**src/rtl/fetch_controller.sv**
```systemverilog
// Fetch-side PC sequencer: picks hold, sequential, branch, jump or exception
// vector for the PC register, tracks redirects deferred by a busy memory.
module fetch_controller #(
    parameter logic [31:0] RESET_VECTOR = 32'h0000_0000,
    parameter logic [31:0] EXC_VECTOR   = 32'h0000_0080,
    parameter int          CNT_WIDTH    = 16
) (
    input  logic                 clk,
    input  logic                 reset,
    input  logic [31:0]          pcCurrent,
    input  logic                 exception,
    input  logic                 branchTaken,
    input  logic [31:0]          branchTarget,
    input  logic                 jump,
    input  logic [31:0]          jumpTarget,
    input  logic                 stallRequest,
    input  logic                 imemReady,
    output logic [31:0]          pcNext,
    output logic                 pcFlush,
    output logic                 ifIdFlush,
    output logic                 imemRequest,
    output logic [CNT_WIDTH-1:0] stallCount,
    output logic [CNT_WIDTH-1:0] redirectCount
);

    // state    | meaning
    // BOOT     | first cycle after reset, load RESET_VECTOR
    // RUN      | fetching, memory answered last request
    // WAIT_MEM | fetch outstanding, PC held until imemReady
    localparam logic [1:0] ST_BOOT = 2'd0;
    localparam logic [1:0] ST_RUN  = 2'd1;
    localparam logic [1:0] ST_WAIT = 2'd2;

    localparam logic [1:0] PRIO_JMP = 2'd1;
    localparam logic [1:0] PRIO_BR  = 2'd2;
    localparam logic [1:0] PRIO_EXC = 2'd3;

    localparam logic [CNT_WIDTH-1:0] CNT_MAX = '1;

    logic [1:0]           state_q, state_d;
    logic                 pend_valid_q, pend_valid_d;
    logic [31:0]          pend_target_q, pend_target_d;
    logic [1:0]           pend_prio_q, pend_prio_d;
    logic [CNT_WIDTH-1:0] stall_cnt_q, stall_cnt_d;
    logic [CNT_WIDTH-1:0] redir_cnt_q, redir_cnt_d;

    logic        in_valid;
    logic [31:0] in_target;
    logic [1:0]  in_prio;
    logic [31:0] pc_next_int;
    logic        hold_int;
    logic        flush_int;
    logic        req_int;
    logic        applied;

    // Only the strongest simultaneous redirect survives; weaker ones are dropped.
    always_comb begin
        in_valid  = 1'b1;
        in_target = EXC_VECTOR;
        in_prio   = PRIO_EXC;
        if (exception) begin
            in_target = EXC_VECTOR;
            in_prio   = PRIO_EXC;
        end else if (branchTaken) begin
            in_target = branchTarget;
            in_prio   = PRIO_BR;
        end else if (jump) begin
            in_target = jumpTarget;
            in_prio   = PRIO_JMP;
        end else begin
            in_valid  = 1'b0;
            in_prio   = 2'd0;
        end
    end

    always_comb begin
        state_d       = state_q;
        pend_valid_d  = pend_valid_q;
        pend_target_d = pend_target_q;
        pend_prio_d   = pend_prio_q;
        pc_next_int   = RESET_VECTOR;
        hold_int      = 1'b1;
        flush_int     = 1'b0;
        req_int       = 1'b0;
        applied       = 1'b0;

        case (state_q)
            ST_RUN, ST_WAIT: begin
                req_int = 1'b1;
                if (!imemReady) begin
                    pc_next_int = pcCurrent;
                    hold_int    = 1'b1;
                    state_d     = ST_WAIT;
                end else begin
                    state_d = ST_RUN;
                    if (in_valid) begin
                        pc_next_int = in_target;
                        hold_int    = 1'b0;
                        applied     = 1'b1;
                    end else if (pend_valid_q) begin
                        pc_next_int = pend_target_q;
                        hold_int    = 1'b0;
                        applied     = 1'b1;
                    end else if (stallRequest) begin
                        pc_next_int = pcCurrent;
                        hold_int    = 1'b1;
                    end else begin
                        pc_next_int = pcCurrent + 32'd4;
                        hold_int    = 1'b0;
                    end
                end
                flush_int = applied;
                if (applied) begin
                    pend_valid_d = 1'b0;
                end else if (hold_int && in_valid &&
                             (!pend_valid_q || in_prio >= pend_prio_q)) begin
                    pend_valid_d  = 1'b1;
                    pend_target_d = in_target;
                    pend_prio_d   = in_prio;
                end
            end
            default: begin
                pc_next_int = RESET_VECTOR;
                hold_int    = 1'b0;
                flush_int   = 1'b1;
                state_d     = ST_RUN;
            end
        endcase
    end

    always_comb begin
        stall_cnt_d = stall_cnt_q;
        redir_cnt_d = redir_cnt_q;
        if (hold_int && state_q != ST_BOOT && stall_cnt_q != CNT_MAX) begin
            stall_cnt_d = stall_cnt_q + CNT_WIDTH'(1);
        end
        if (applied && redir_cnt_q != CNT_MAX) begin
            redir_cnt_d = redir_cnt_q + CNT_WIDTH'(1);
        end
    end

    always_ff @(posedge clk or posedge reset) begin
        if (reset) begin
            state_q       <= ST_BOOT;
            pend_valid_q  <= 1'b0;
            pend_target_q <= 32'h0;
            pend_prio_q   <= 2'd0;
            stall_cnt_q   <= '0;
            redir_cnt_q   <= '0;
        end else begin
            state_q       <= state_d;
            pend_valid_q  <= pend_valid_d;
            pend_target_q <= pend_target_d;
            pend_prio_q   <= pend_prio_d;
            stall_cnt_q   <= stall_cnt_d;
            redir_cnt_q   <= redir_cnt_d;
        end
    end

    // Reset must force the PC register's hold immediately, not on the next edge.
    assign pcNext        = reset ? RESET_VECTOR : pc_next_int;
    assign pcFlush       = reset ? 1'b1 : hold_int;
    assign ifIdFlush     = reset ? 1'b1 : flush_int;
    assign imemRequest   = reset ? 1'b0 : req_int;
    assign stallCount    = stall_cnt_q;
    assign redirectCount = redir_cnt_q;

endmodule

```
**config.mk**
```make
export PLATFORM = sky130hd
export DESIGN_NAME = fetch_controller
export DESIGN_NICKNAME = d
export VERILOG_FILES = /design/src/rtl/fetch_controller.sv
export SDC_FILE = /design/constraint.sdc
export NUM_CORES = 1
export LEC_CHECK = 0
export BUFFER_PORTS_ARGS = -buffer_cell sky130_fd_sc_hd__buf_2
export CAP_MARGIN = 20
export CORE_ASPECT_RATIO = 0.5
export CORE_MARGIN = 1.5
export CORE_UTILIZATION = 35
export DETAILED_ROUTE_END_ITERATION = 10
export PLACE_DENSITY = 0.71
export SYNTH_ARGS = -nofsm -noshare
export SYNTH_HDL_FRONTEND = slang
export SYNTH_SLANG_ARGS = --single-unit
```
**constraint.sdc**
```tcl
create_clock -name clk -period 2.8 [get_ports clk]
set_input_delay 0 -clock clk [delete_from_list [all_inputs] [get_ports clk]]
set_output_delay 0 -clock clk [all_outputs]
set_load 0.01 [all_outputs]
```
==> impl_metrics.env <==
export IMPL_power_density_nw_per_um2=739
export IMPL_seq_area_frac_synth_pct=32.8
export IMPL_worstPathMaxFanout=9
export IMPL_clock_tree_buffer_depth=2
export IMPL_post_cts_buffers=0
export IMPL_dp_hpwl_microns=12400
export IMPL_worstRegToRegCells=8
export IMPL_globalplace_congestion=0.917
export IMPL_critPathTopFamily="simple AND/OR/NAND/NOR gates"
export IMPL_port_buffers=169
export IMPL_hold_violations=17
export IMPL_clk_pin_slew_ps=60
export IMPL_max_vdd_ir_drop_v=0.000331
export IMPL_synthArstFlopShare_pct=100
export IMPL_synth_top_area_share_pct=32.8
export IMPL_layout_min_cycle_time_ps=2590
export IMPL_cp_data_required_time_ps=2800
export IMPL_overflow=0
export IMPL_fin_tns_setup_ps=0
export IMPL_critPathMaxStageDelay_ps=430
export IMPL_place_inst=966
export IMPL_synth_cells=624
export IMPL_worstMarginPinSlew_ps=921
export IMPL_cts_htree_levels=3
export IMPL_crit_path_start_kind="flip-flop"
export IMPL_status="finished, violations left"
export IMPL_nets=888
export IMPL_first_global_vias=5031
export IMPL_syn2layout_area_growth_pct=26.1
export IMPL_dr_pass1_iters=5
export IMPL_numCtsBuffers=9
export IMPL_track_usage_pct=20.9
export IMPL_antenna_found_initial=0
export IMPL_insertion_delay_ps=350
export IMPL_slowest_stage="o32ai_1"
export IMPL_crit_chain="inv_1 > ha_1 > nand2_1 > nor2_1 > nand2_1 > o32ai_1 > buf_2"
export IMPL_cp_common_cell="nand2_1"
export IMPL_antenna_diode_count=0
export IMPL_critical_path_class="flip-flop to output pin"
export IMPL_yosys_top_cells_area="dfrtp_1, mux2_2, xnor2_1"
export IMPL_worstReg2RegStart="state_q[0]$_DFF_PP0_"
export IMPL_ys_ff_latch=69
export IMPL_seq_area_sq_um=1730
export IMPL_syn_avg_cell_area_sq_um=8.43
export IMPL_hp_class="input port to asynchronous set/reset pin"
export IMPL_grt_max_degree=71
export IMPL_finalCritPeriodShare_pct=92.5
export IMPL_drc_errors=0
export IMPL_yosysTopAreaCell="dfrtp_1"
export IMPL_rrSetupSlack_ps=510
export IMPL_max_slew_margin_rel_pct=38.6
export IMPL_finalSetupViolCount=0
export IMPL_hold_buffers=0
export IMPL_clock_fmax_mhz=386
export IMPL_synth_edf_count=0
export IMPL_slew_violations=0
export IMPL_ys_top_cells_by_count="dfrtp_1, nand2_1, nor2_1"
export IMPL_violations="negative hold slack"
export IMPL_drv_cap=0
export IMPL_yosysMostFrequentCell="dfrtp_1"
export IMPL_drive_gt1_share_pct=32.4
export IMPL_synth_nets=733
export IMPL_synthFlopType="dfrtp_1"
export IMPL_drt_initial_drc_count=405
export IMPL_cts_root_buf="clkbuf_16"
export IMPL_fin_hold_ws_ps=-27.2
export IMPL_ys_types=71
export IMPL_pin_count=170
export IMPL_dieHeight_microns=89.7
export IMPL_wl_per_cell_microns=17.2
export IMPL_critPathBufInv=2
export IMPL_ys_warnings_count=0
export IMPL_p_leak_nw=3.02
export IMPL_synth_cell_area_sq_um=5260
export IMPL_fin_skew_ps=6.53
export IMPL_post_route_util_pct=45.5
export IMPL_clock_sinks=69
export IMPL_die_area_sq_um=15800
export IMPL_antenna_left=0
export IMPL_rr_endpoint="pend_target_q[12]$_DFFE_PP0P_"
export IMPL_fp_row_count=31
export IMPL_initial_core_util_pct=36.1
export IMPL_rsz0062_at_grt="false"
export IMPL_end_kind="output pin"
export IMPL_routed_wl_microns=16900
export IMPL_via_per_inst=5.65
export IMPL_worstPathArrival_ps=2590
export IMPL_final_fill_count=1447
export IMPL_cts_tree="done"
export IMPL_multi_input_area_sq_um=3300
export IMPL_fp_coreArea_sq_um=14600
export IMPL_fp_dieW_microns=176
export IMPL_cts_resized=0
export IMPL_num_vias=5547
export IMPL_instances_no_fill=982
export IMPL_grt_first_pass_wirelength_microns=25800
==> cell type report <==
cell class                      count  area share, %
Multi-Input combinational cell    496           49.7
Clock buffer                        9           3.40
Inverter                           18           1.08
Clock inverter                      7           1.45
Timing Repair Buffer              185           14.6
Tap cell                          198           3.74
Sequential cell                    69           26.0
==> worst max path at each step <==
stage                               from                            end  slack [ps]  cells after the start
finish              state_q[0]$_DFF_PP0_                     pcNext[19]         210                      7
global route        state_q[1]$_DFF_PP0_                      pcNext[4]          80                      7
CTS                 state_q[0]$_DFF_PP0_                      pcNext[7]         250                      7
detailed placement                  jump  pend_target_q[28]$_DFFE_PP0P_         510                      8
global placement                    jump  pend_target_q[16]$_DFFE_PP0P_         590                      8
floorplan                      exception  pend_target_q[10]$_DFFE_PP0P_         470                     10
==> power by group <==
part | internal, mW | switching, mW
sequential | 1.35 | 0.268
clock | 0.784 | 0.470
combinational | 0.882 | 1.14
total | 3.02 | 1.88
==> layer usage <==
| layer | share of wire (%) | track usage (%) | vias up |
|---|---|---|---|
| met2 | 48 | 34.5 | 186 |
| li1 | - | - | 2628 |
| met1 | 44 | 27.3 | 2700 |
| met5 | 0 | 0 | - |
| met3 | 6.3 | 4.76 | 33 |
| met4 | 2.0 | 7.86 | 0 |
==> metrics by stage <==
step / setup WS (ps) / power [mW] / instance area, sq um
2_1_floorplan: 467 / 2.91 / 5260
3_3_place_gp: 587 / 3.58 / 6310
3_5_place_dp: 507 / 3.64 / 6310
4_1_cts: 252 / 4.91 / 6630
5_1_grt: 82.5 / 5.24 / 6630
6_report: 210 / 4.90 / 6630
==> cells by family after synthesis <==
group / synth area share (%)
buf+inv: 4.93
fa+ha+maj: 1.43
flops: 32.8
mux: 8.66
xor+xnor: 6.50
simple gates: 24.1
compound gates: 21.5
==> cell usage in the layout (no fill, tap or decap), types with 23 or more instances in the layout <==
cell type	n
xnor2_1	31
nand3_1	23
o21ai_0	40
buf_2	169
dfrtp_1	69
mux2_2	31
a21oi_1	47
nor2_1	54
a22oi_1	25
nand2_1	55
==> flip-flops by register name, summed over array words and instances (netlist names) <==
name,cells
pend_valid_q,1
pend_target_q,32
redirectCount,16
state_q,2
stallCount,16
pend_prio_q,2
==> tightest hold or removal path, delay by kind of cell <==
kind,cells,cell delay [ps]
buffers and inverters,3,870
Note: power is estimated with default switching activity, not from simulation.
